`config.mk`:
```
export PLATFORM = sky130hd
export DESIGN_NAME = twiddle_table_loader
export DESIGN_NICKNAME = d
export VERILOG_FILES = /design/src/rtl/twiddle_table_loader_pkg.sv /design/src/rtl/twiddle_table_loader_packer.sv /design/src/rtl/twiddle_table_loader.sv
export SDC_FILE = /design/constraint.sdc
export NUM_CORES = 1
export LEC_CHECK = 0
export ABC_AREA = 1
export CORE_AREA = 2 2 242 244
export DETAILED_ROUTE_END_ITERATION = 7
export DIE_AREA = 0 0 244 246
export DONT_BUFFER_PORTS = 1
export PLACE_DENSITY = 0.3
export SYNTH_ARGS = -nofsm -noshare
export SYNTH_HDL_FRONTEND = slang
export SYNTH_HIERARCHICAL = 1
export SYNTH_SLANG_ARGS = --single-unit
```
`constraint.sdc`:
```
create_clock -name clk -period 2.4 [get_ports clk]
set_input_delay 0.24 -clock clk [delete_from_list [all_inputs] [get_ports clk]]
set_output_delay 0.24 -clock clk [all_outputs]
set_load 0.005 [all_outputs]
```
`src/rtl/twiddle_table_loader_pkg.sv`:
```
// Shared definitions for the twiddle table loader: ring/butterfly sizing,
// derived RAM geometry and the loader state type.
package FHE_ALU_PKG;

    localparam int FSIZE          = 16;
    localparam int E              = 4;
    localparam int logE           = 2;
    localparam int N              = 16;
    localparam int ROOT_POWER_NUM = 4;

    localparam int D  = N / (E / 2);
    localparam int AW = (D > 1) ? $clog2(D) : 1;
    localparam int RW = (ROOT_POWER_NUM > 1) ? $clog2(ROOT_POWER_NUM) : 1;

    typedef enum logic [1:0] {
        IDLE,
        LOAD,
        DONE
    } twl_state_t;

    // Counter width helper that never returns zero, so one-entry ranges still get a bit.
    function automatic int clogMin1(input int value);
        return (value > 1) ? $clog2(value) : 1;
    endfunction

endpackage

```
`src/rtl/twiddle_table_loader_packer.sv`:
```
// Collects consecutive coefficient beats into one RAM word of LANES lanes,
// flagging the beat that completes the word.
module twiddle_lane_packer #(
    parameter int FSIZE = FHE_ALU_PKG::FSIZE,
    parameter int LANES = FHE_ALU_PKG::E / 2
) (
    input  logic                        clk,
    input  logic                        rst,
    input  logic                        i_beat,
    input  logic                        i_clear,
    input  logic [FSIZE-1:0]            i_data,
    output logic                        o_wordDone,
    output logic [LANES-1:0][FSIZE-1:0] o_word
);
    import FHE_ALU_PKG::*;

    localparam int LW = clogMin1(LANES);

    logic [LW-1:0]              r_laneCnt;
    logic [LANES-1:0][FSIZE-1:0] r_pack;
    logic                       w_lastLane;

    assign w_lastLane = (r_laneCnt == LW'(LANES - 1));
    assign o_wordDone = i_beat & w_lastLane;

    // The completing beat is merged in here so the word can be registered in the same cycle.
    always_comb begin
        o_word = r_pack;
        if (i_beat) begin
            o_word[r_laneCnt] = i_data;
        end
    end

    always_ff @(posedge clk) begin
        if (rst || i_clear) begin
            r_laneCnt <= '0;
            r_pack    <= '0;
        end else if (i_beat) begin
            r_pack[r_laneCnt] <= i_data;
            r_laneCnt         <= w_lastLane ? '0 : r_laneCnt + 1'b1;
        end
    end

endmodule

```
`src/rtl/twiddle_table_loader.sv`:
```
// Streams one W or WQ twiddle table per command into the root-power RAMs.
// Optional macro TWIDDLE_LOADER_BCAST_EN lets a command write every RAM at once.
module twiddle_table_loader #(
    parameter  int FSIZE  = FHE_ALU_PKG::FSIZE,
    parameter  int E      = FHE_ALU_PKG::E,
    parameter  int LOGE   = FHE_ALU_PKG::logE,
    parameter  int N      = FHE_ALU_PKG::N,
    parameter  int RP_NUM = FHE_ALU_PKG::ROOT_POWER_NUM,
    localparam int AW     = (N / (E / 2) > 1) ? $clog2(N / (E / 2)) : 1,
    localparam int RW     = (RP_NUM > 1) ? $clog2(RP_NUM) : 1
) (
    input  logic                                           clk,
    input  logic                                           rst,
    input  logic                                           cmd_valid,
    output logic                                           cmd_ready,
    input  logic [RW-1:0]                                  cmd_ram,
    input  logic                                           cmd_wq,
    input  logic                                           cmd_bcast,
    input  logic                                           s_valid,
    output logic                                           s_ready,
    input  logic [FSIZE-1:0]                               s_data,
    output logic                                           busy,
    output logic                                           done,
    output logic [RP_NUM-1:0][LOGE-1:0][E/2-1:0][FSIZE-1:0] W_ram_wdata,
    output logic [RP_NUM-1:0][LOGE-1:0][E/2-1:0][FSIZE-1:0] WQ_ram_wdata,
    output logic [RP_NUM-1:0][LOGE-1:0][E/2-1:0]            W_ram_wren,
    output logic [RP_NUM-1:0][LOGE-1:0][E/2-1:0]            WQ_ram_wren,
    output logic [RP_NUM-1:0][LOGE-1:0][AW-1:0]             W_ram_waddr,
    output logic [RP_NUM-1:0][LOGE-1:0][AW-1:0]             WQ_ram_waddr
);
    import FHE_ALU_PKG::*;

    localparam int LANES   = E / 2;
    localparam int DEPTH   = N / LANES;
    localparam int STAGE_W = clogMin1(LOGE);

    twl_state_t r_state, w_stateNext;

    logic [RW-1:0]      r_ram;
    logic               r_wq;
    logic               r_bcast;
    logic [AW-1:0]      r_addrCnt;
    logic [STAGE_W-1:0] r_stageCnt;

    logic w_cmdAccept;
    logic w_beat;
    logic w_wordDone;
    logic w_lastWord;
    logic w_bcast;

    logic [LANES-1:0][FSIZE-1:0]        w_word;
    logic [LANES-1:0][FSIZE-1:0]        r_wdata;
    logic [AW-1:0]                      r_waddr;
    logic [RP_NUM-1:0][LOGE-1:0][LANES-1:0] w_wren;
    logic [RP_NUM-1:0][LOGE-1:0][LANES-1:0] r_wrenW;
    logic [RP_NUM-1:0][LOGE-1:0][LANES-1:0] r_wrenWQ;

    assign cmd_ready   = (r_state == IDLE);
    assign s_ready     = (r_state == LOAD);
    assign busy        = (r_state != IDLE);
    assign done        = (r_state == DONE);
    assign w_cmdAccept = cmd_valid & cmd_ready;
    assign w_beat      = s_valid & s_ready;
    assign w_lastWord  = w_wordDone && (r_addrCnt == AW'(DEPTH - 1))
                         && (r_stageCnt == STAGE_W'(LOGE - 1));

`ifdef TWIDDLE_LOADER_BCAST_EN
    assign w_bcast = r_bcast;
`else
    // Port kept for pin compatibility; single-target builds discard its value.
    assign w_bcast = 1'b0 & r_bcast;
`endif

    twiddle_lane_packer #(
        .FSIZE (FSIZE),
        .LANES (LANES)
    ) u_packer (
        .clk        (clk),
        .rst        (rst),
        .i_beat     (w_beat),
        .i_clear    (w_cmdAccept),
        .i_data     (s_data),
        .o_wordDone (w_wordDone),
        .o_word     (w_word)
    );

    always_ff @(posedge clk) begin
        if (rst) begin
            r_state <= IDLE;
        end else begin
            r_state <= w_stateNext;
        end
    end

    always_comb begin
        w_stateNext = r_state;
        case (r_state)
            IDLE:    if (w_cmdAccept) w_stateNext = LOAD;
            LOAD:    if (w_lastWord)  w_stateNext = DONE;
            DONE:    w_stateNext = IDLE;
            default: w_stateNext = IDLE;
        endcase
    end

    always_ff @(posedge clk) begin
        if (rst) begin
            r_ram   <= '0;
            r_wq    <= 1'b0;
            r_bcast <= 1'b0;
        end else if (w_cmdAccept) begin
            r_ram   <= cmd_ram;
            r_wq    <= cmd_wq;
            r_bcast <= cmd_bcast;
        end
    end

    // Address walks every word of a stage before the stage index advances.
    always_ff @(posedge clk) begin
        if (rst || w_cmdAccept) begin
            r_addrCnt  <= '0;
            r_stageCnt <= '0;
        end else if (w_wordDone) begin
            if (r_addrCnt == AW'(DEPTH - 1)) begin
                r_addrCnt  <= '0;
                r_stageCnt <= (r_stageCnt == STAGE_W'(LOGE - 1)) ? '0 : r_stageCnt + 1'b1;
            end else begin
                r_addrCnt <= r_addrCnt + 1'b1;
            end
        end
    end

    // An out-of-range RAM index matches no r, so the table is consumed with no writes.
    always_comb begin
        w_wren = '0;
        if (w_wordDone) begin
            for (int r = 0; r < RP_NUM; r++) begin
                if (w_bcast || (r_ram == RW'(r))) begin
                    w_wren[r][r_stageCnt] = '1;
                end
            end
        end
    end

    always_ff @(posedge clk) begin
        if (rst) begin
            r_wrenW  <= '0;
            r_wrenWQ <= '0;
            r_wdata  <= '0;
            r_waddr  <= '0;
        end else begin
            r_wrenW  <= r_wq ? '0 : w_wren;
            r_wrenWQ <= r_wq ? w_wren : '0;
            if (w_wordDone) begin
                r_wdata <= w_word;
                r_waddr <= r_addrCnt;
            end
        end
    end

    assign W_ram_wren   = r_wrenW;
    assign WQ_ram_wren  = r_wrenWQ;
    assign W_ram_wdata  = {(RP_NUM * LOGE){r_wdata}};
    assign WQ_ram_wdata = {(RP_NUM * LOGE){r_wdata}};
    assign W_ram_waddr  = {(RP_NUM * LOGE){r_waddr}};
    assign WQ_ram_waddr = {(RP_NUM * LOGE){r_waddr}};

endmodule
```
==> results.toml, run 1 <==
[route]
final_antenna_net_count = 0
viasPerCell = 2.606
wl_um = 17450
wl_per_cell_um = 13.22
dr.pass1.iters = 4
drt_iter0_drc = 156
drc_errors = 0
vias = 3440

[logic_synthesis]
synth_top_area_share_pct = 51.45
async_reset_ff_share_pct = 0
syn_inst = 1065
yosysSeqAreaShare_pct = 23.46
yosys_warnings = 6
netlist_top_cells_area = "buf_4 (51%), dfxtp_1 (23%), nor2_1 (5.5%)"
synth_top_cell_by_area = "buf_4"
ys.flop_type = "dfxtp_1"
yosysUniqueCellTypes = 27
syn_nets = 1091
syn_area_um2 = 7938
ys_ff_latch = 93
synth_edf_count = 0
avgSynthCellArea_um2 = 7.453

[global_route]
globalRouteTotalUtil_pct = 5.737
overflow = 0
grt_pass1_vias = 3260
grt_pass1_wl_um = 24570
antenna_found_initial = 7
grt_max_degree = 43

[final_layout]
seq_area_um2 = 1862
nFillCells = 6669
final_util_pct = 9.095
multiInputGateArea_um2 = 1423
nNetsFinal = 576
drive_gt1_share_pct = 16.61
final_area_um2 = 5218
area_growth_pct = -34.27
layout.cells.non_filler = 1320

[pwr]
p_int_mw = 2.488
ir_drop_v = 0.0002763
power_frac_clock_pct = 44.2
combinationalPowerShare_pct = 9.2
switching_share_pct = 27.17
p_leak_nw = 2.344
power.density_nw_per_um2 = 654.8
pwr-share-seq_pct = 46.6
switching_power_uw = 928.3

[floorplan]
core_area_um2 = 57370
core.rowCount = 88
io-pin-count = 620
die_w_um = 244
die_height_um = 246
start_util_pct = 13.84
dieArea_um2 = 60020

[setup_path]
critPathSlowestCell = "inv_2"
reg2reg_to = "r_addrCnt[2]"
startpoint_type = "register"
timing.rr.start = "r_state[1]"
worstPathRequired_ns = 2.68
critical_path_class = "reg2reg"
worstPathArrival_ns = 2.23
end_kind = "register"
rrSetupSlack_ns = 0.45
r2r_cells = 8
crit_family = "buffers and inverters"
path_common_cell = "inv_2"
crit_chain = "inv_1 -> and3_1 -> nand2_8 -> inv_2 -> inv_2 -> nand2_1 -> and2_1 -> nor2_1"
worst-path-buf-inv = 3
crit_path_max_fanout = 38
max_stage_delay_ns = 0.59

[clock_tree]
cts_tree = "yes"
path_clk_slew_ns = 0.06
cts_made_buffers = 9
clock-sinks = 93
cts-root-buf = "clkbuf_16"
hold_buffers = 1
clockBufferDepth = 2
htree_levels = 3
cts_resized = 0
clkLatencyLatePin_ns = 0.36
cts_setup_buffers = 0

[min_path]
hp-start = "cmd_wq"
hp-class = "in2reg"
hold_depth = 2
min_to = "r_wq"

[sta]
finalSetupViolations = 0
period_needed_ns = 1.946
max_slew_margin_pct = 45.43
fin_setup_tns_ns = 0
fin_crit_sh_pct = 81.08
fmax_ghz = 0.5139
rsz0062_at_grt = "false"
hold_violations = 0
tightestPinTransition_ns = 0.8174
skew_ns = 0.01359
drv_slew = 0

[status]
status = "complete, no violations"

[place]
place_area_um2 = 4906
dpl.cell_count = 1303
gp_congestion = 0.6836
hpwlAfterDp_um = 13060
portBuffers = 0

[flow_run]
drv_cap = 0
==> power by group through the flow <==
stage	logic, mW	clock network, mW	registers, mW
after floorplan	0.394	0	1.65
after global placement	0.320	0	1.63
after detailed placement	0.321	0	1.63
after CTS	0.324	1.58	1.59
after global routing	0.361	1.64	1.60
final	0.313	1.51	1.59
==> cells by family after synthesis <==
logic type	Yosys count	share of synthesized area (%)
buf+inv	662	58.62
simple gates	273	15.40
flops	93	23.46
compound gates	35	2.207
fa+ha+maj	2	0.3152
==> registers in the layout, summed over array words and instances, names as in the netlist, 2 cells and up <==
register	cells
WQ_ram_wdata	32
WQ_ram_wren	8
W_ram_wren	8
r_addrCnt	3
r_ram	2
r_state	2
r_waddr	3
u_packer/r_pack	32
==> worst max path at each step <==
| stage | from | end | slack (ns) | cells past startpoint |
|---|---|---|---|---|
| CTS | r_state[1] | r_addrCnt[2] | 0.37 | 8 |
| floorplan | r_state[0] | r_waddr[1] | 0.84 | 10 |
| global route | r_state[1] | r_addrCnt[1] | 0.26 | 9 |
| finish | r_state[1] | r_addrCnt[2] | 0.45 | 8 |
| detailed placement | r_state[1] | r_addrCnt[2] | 0.38 | 8 |
| global placement | r_state[1] | r_addrCnt[2] | 0.39 | 8 |
==> final cells by class <==
cell class                      count  share of cell area [%]
Antenna cell                        1                 0.04796
Timing Repair Buffer               41                   5.947
Clock inverter                      4                   1.079
Clock buffer                       11                   4.652
Multi-Input combinational cell    310                   27.27
Inverter                           95                   6.978
Tap cell                          765                   18.35
Sequential cell                    93                   35.68
==> cell usage after synthesis, types with 2 or more instances <==
cell	instances
buf_4	544
buf_6	13
clkbuf_1	5
clkbuf_2	3
dfxtp_1	93
ha_1	2
inv_1	90
inv_2	3
nand2_1	76
nand2_2	20
nand2_8	2
nand3_1	38
nand4_1	3
nor2_1	117
nor2_2	10
o21ai_0	34
or2_1	2
==> through the flow <==
stage               worst slack [ns]  total power, mW  hold WS [ns]
finish                        0.4541            3.416       0.04034
floorplan                     0.8441            2.039        0.3091
CTS                           0.3657            3.502       0.02088
global route                  0.2581            3.600       0.05711
global placement              0.3911            1.950        0.3139
detailed placement            0.3835            1.952        0.3141
==> layout by cell type, fill, tap and decap left out, types with 2 or more instances in the layout <==
master,count
nor2_2,10
inv_2,3
nand2_1,76
nand2_8,2
ha_1,2
nand3_1,38
nand4_1,3
dfxtp_1,93
or2_1,2
nor2_1,117
buf_4,40
clkbuf_16,9
o21ai_0,34
nand2_2,20
clkinv_4,2
inv_1,90
==> worst reg2reg max path, cell delays in order, from the launching register on <==
cell and delay (ns):
dfxtp_1 0.39, inv_1 0.09, and3_1 0.23, nand2_8 0.17
inv_2 0.06, inv_2 0.59, nand2_1 0.10, and2_1 0.16
nor2_1 0.09
==> routing by layer <==
layer  GRT usage (%)  wire length (um)
met2           9.133              7958
met4           1.955               290
met3           2.288              1571
met1           6.999              7569
met5               0                58
Power figures use the tool's default switching activity.
==> run 2, diff against run 1 <==
==> constraint.sdc (replaced) <==
create_clock -name clk -period 2 [get_ports clk]
set_input_delay 0.2 -clock clk [delete_from_list [all_inputs] [get_ports clk]]
set_output_delay 0.2 -clock clk [all_outputs]
set_load 0.005 [all_outputs]
==> results.toml, run 2 (synthesis gave the netlist of run 1 again) <==
[setup_path]
startpoint_type = "register"
rrSetupSlack_ns = 0.23
crit_path_max_fanout = 23
critPathSlowestCell = "dfxtp_1"
max_stage_delay_ns = 0.35
worst-path-buf-inv = 4
critical_path_class = "reg2reg"
crit_chain = "inv_1 -> and3_1 -> nand2_8 -> inv_2 -> buf_4 -> nand2_1 -> inv_2 -> nand2_1 -> nor2_1"
end_kind = "register"
worstPathArrival_ns = 2.05
crit_family = "simple AND/OR/NAND/NOR gates"
worstPathRequired_ns = 2.28

[final_layout]
nNetsFinal = 588
final_area_um2 = 5363
layout.cells.non_filler = 1334
area_growth_pct = -32.44
final_common_cell = "nor2_1"
layout_common_cells = "nor2_1 (117), dfxtp_1 (93), inv_1 (90), nand2_1 (76), buf_4 (43)"
drive_gt1_share_pct = 17.49

[place]
gp_congestion = 0.6879
place_area_um2 = 4989
dp_slack_ns = 0.1903
portBuffers = 0
hpwlAfterDp_um = 13370
dpl.cell_count = 1309

[pwr]
power.density_nw_per_um2 = 766.2
pwr-share-seq_pct = 46.4
switching_share_pct = 27.52
p_int_mw = 2.978
p_leak_nw = 2.406
power_frac_clock_pct = 43.7
switching_power_mw = 1.131
ir_drop_v = 0.0002833
combinationalPowerShare_pct = 9.8

[clock_tree]
clockBufferDepth = 2
hold_buffers = 7
path_clk_slew_ns = 0.07
cts_resized = 0
htree_levels = 3
cts-root-buf = "clkbuf_16"
clock-sinks = 93
clkLatencyLatePin_ns = 0.36
cts_made_buffers = 9
cts_setup_buffers = 0
cts_tree = "yes"

[status]
status = "complete, no violations"

[floorplan]
io-pin-count = 620
core_area_um2 = 57370
start_util_pct = 13.84
die_w_um = 244
core.rowCount = 88
dieArea_um2 = 60020
die_height_um = 246

[route]
final_antenna_net_count = 0
drt_iter0_drc = 168
viasPerCell = 2.603
dr.pass1.iters = 4
wl_um = 17280
vias = 3473
wl_per_cell_um = 12.96
drc_errors = 0

[min_path]
hp-class = "in2reg"

[global_route]
antenna_found_initial = 8
grt_max_degree = 39
overflow = 0
globalRouteTotalUtil_pct = 5.714
grt_pass1_vias = 3506
grt_pass1_wl_um = 24700

[sta]
whs_ns = 0.1062
fmax_ghz = 0.5659
setup_slack_ns = 0.2328
skew_ns = 0.01176
drv_slew = 0
finalSetupViolations = 0
fin_crit_sh_pct = 88.36
tightestPinTransition_ns = 0.3981
max_slew_margin_pct = 73.36
period_needed_ns = 1.767
hold_violations = 0
rsz0062_at_grt = "false"
fin_setup_tns_ns = 0

[flow_run]
drv_cap = 0
==> run 2: cell types whose count changed in the layout (fill, tap and decap cells not counted), sizes merged <==
cell / previous run / this run
clkinvlp: 0 / 1
clkinv: 3 / 2
clkbuf: 11 / 9
buf: 40 / 46
dlygate4sd3: 1 / 7
inv: 95 / 97
diode: 1 / 3
==> run 2: metal layers <==
metal  share of wire (%)  track usage, %
met5                0.27               0
met4                 1.6           1.955
met3                 9.8           2.451
met2                  46           9.317
met1                  42           6.690
==> run 2: layout make-up <==
type	instances	area, um^2
inverters	95	364.1
repair buffers	53	452.9
diodes	3	7.507
multi-input cells	310	1423
clock inverters	6	71.32
fillers	6674	52000
well taps	765	957.2
clock buffers	9	225.2
flip-flops and latches	93	1862
==> run 2: worst register-to-register path, delay by kind of cell (launching register included) <==
kind          cells  cell delay (ns)
simple gates      5             0.80
flops             1             0.35
buf+inv           4             0.55
==> run 2: path summary, 6_finish.rpt <==
check	end	depth (start not counted)	from
worst min register to register	r_waddr[0]	2	r_waddr[0]
worst min-delay path	u_packer/r_pack[31]	4	s_data[15]
worst max-delay path	WQ_ram_wren[6]	9	r_state[1]
worst max register to register	WQ_ram_wren[6]	9	r_state[1]
==> run 2: metrics by stage <==
stage               util (%)  total power [mW]
detailed placement     8.696             2.357
CTS                    9.335             4.208
global route           9.335             4.334
global placement       8.696             2.357
finish                 9.348             4.109
floorplan                  -             2.447
==> run 2: power by group through the flow <==
stage / Clock, mW / Combinational [mW] / Sequential, mW
global route: 1.96 / 0.466 / 1.91
global placement: 0 / 0.403 / 1.95
detailed placement: 0 / 0.402 / 1.95
floorplan: 0 / 0.472 / 1.97
finish: 1.80 / 0.404 / 1.91
CTS: 1.88 / 0.416 / 1.91
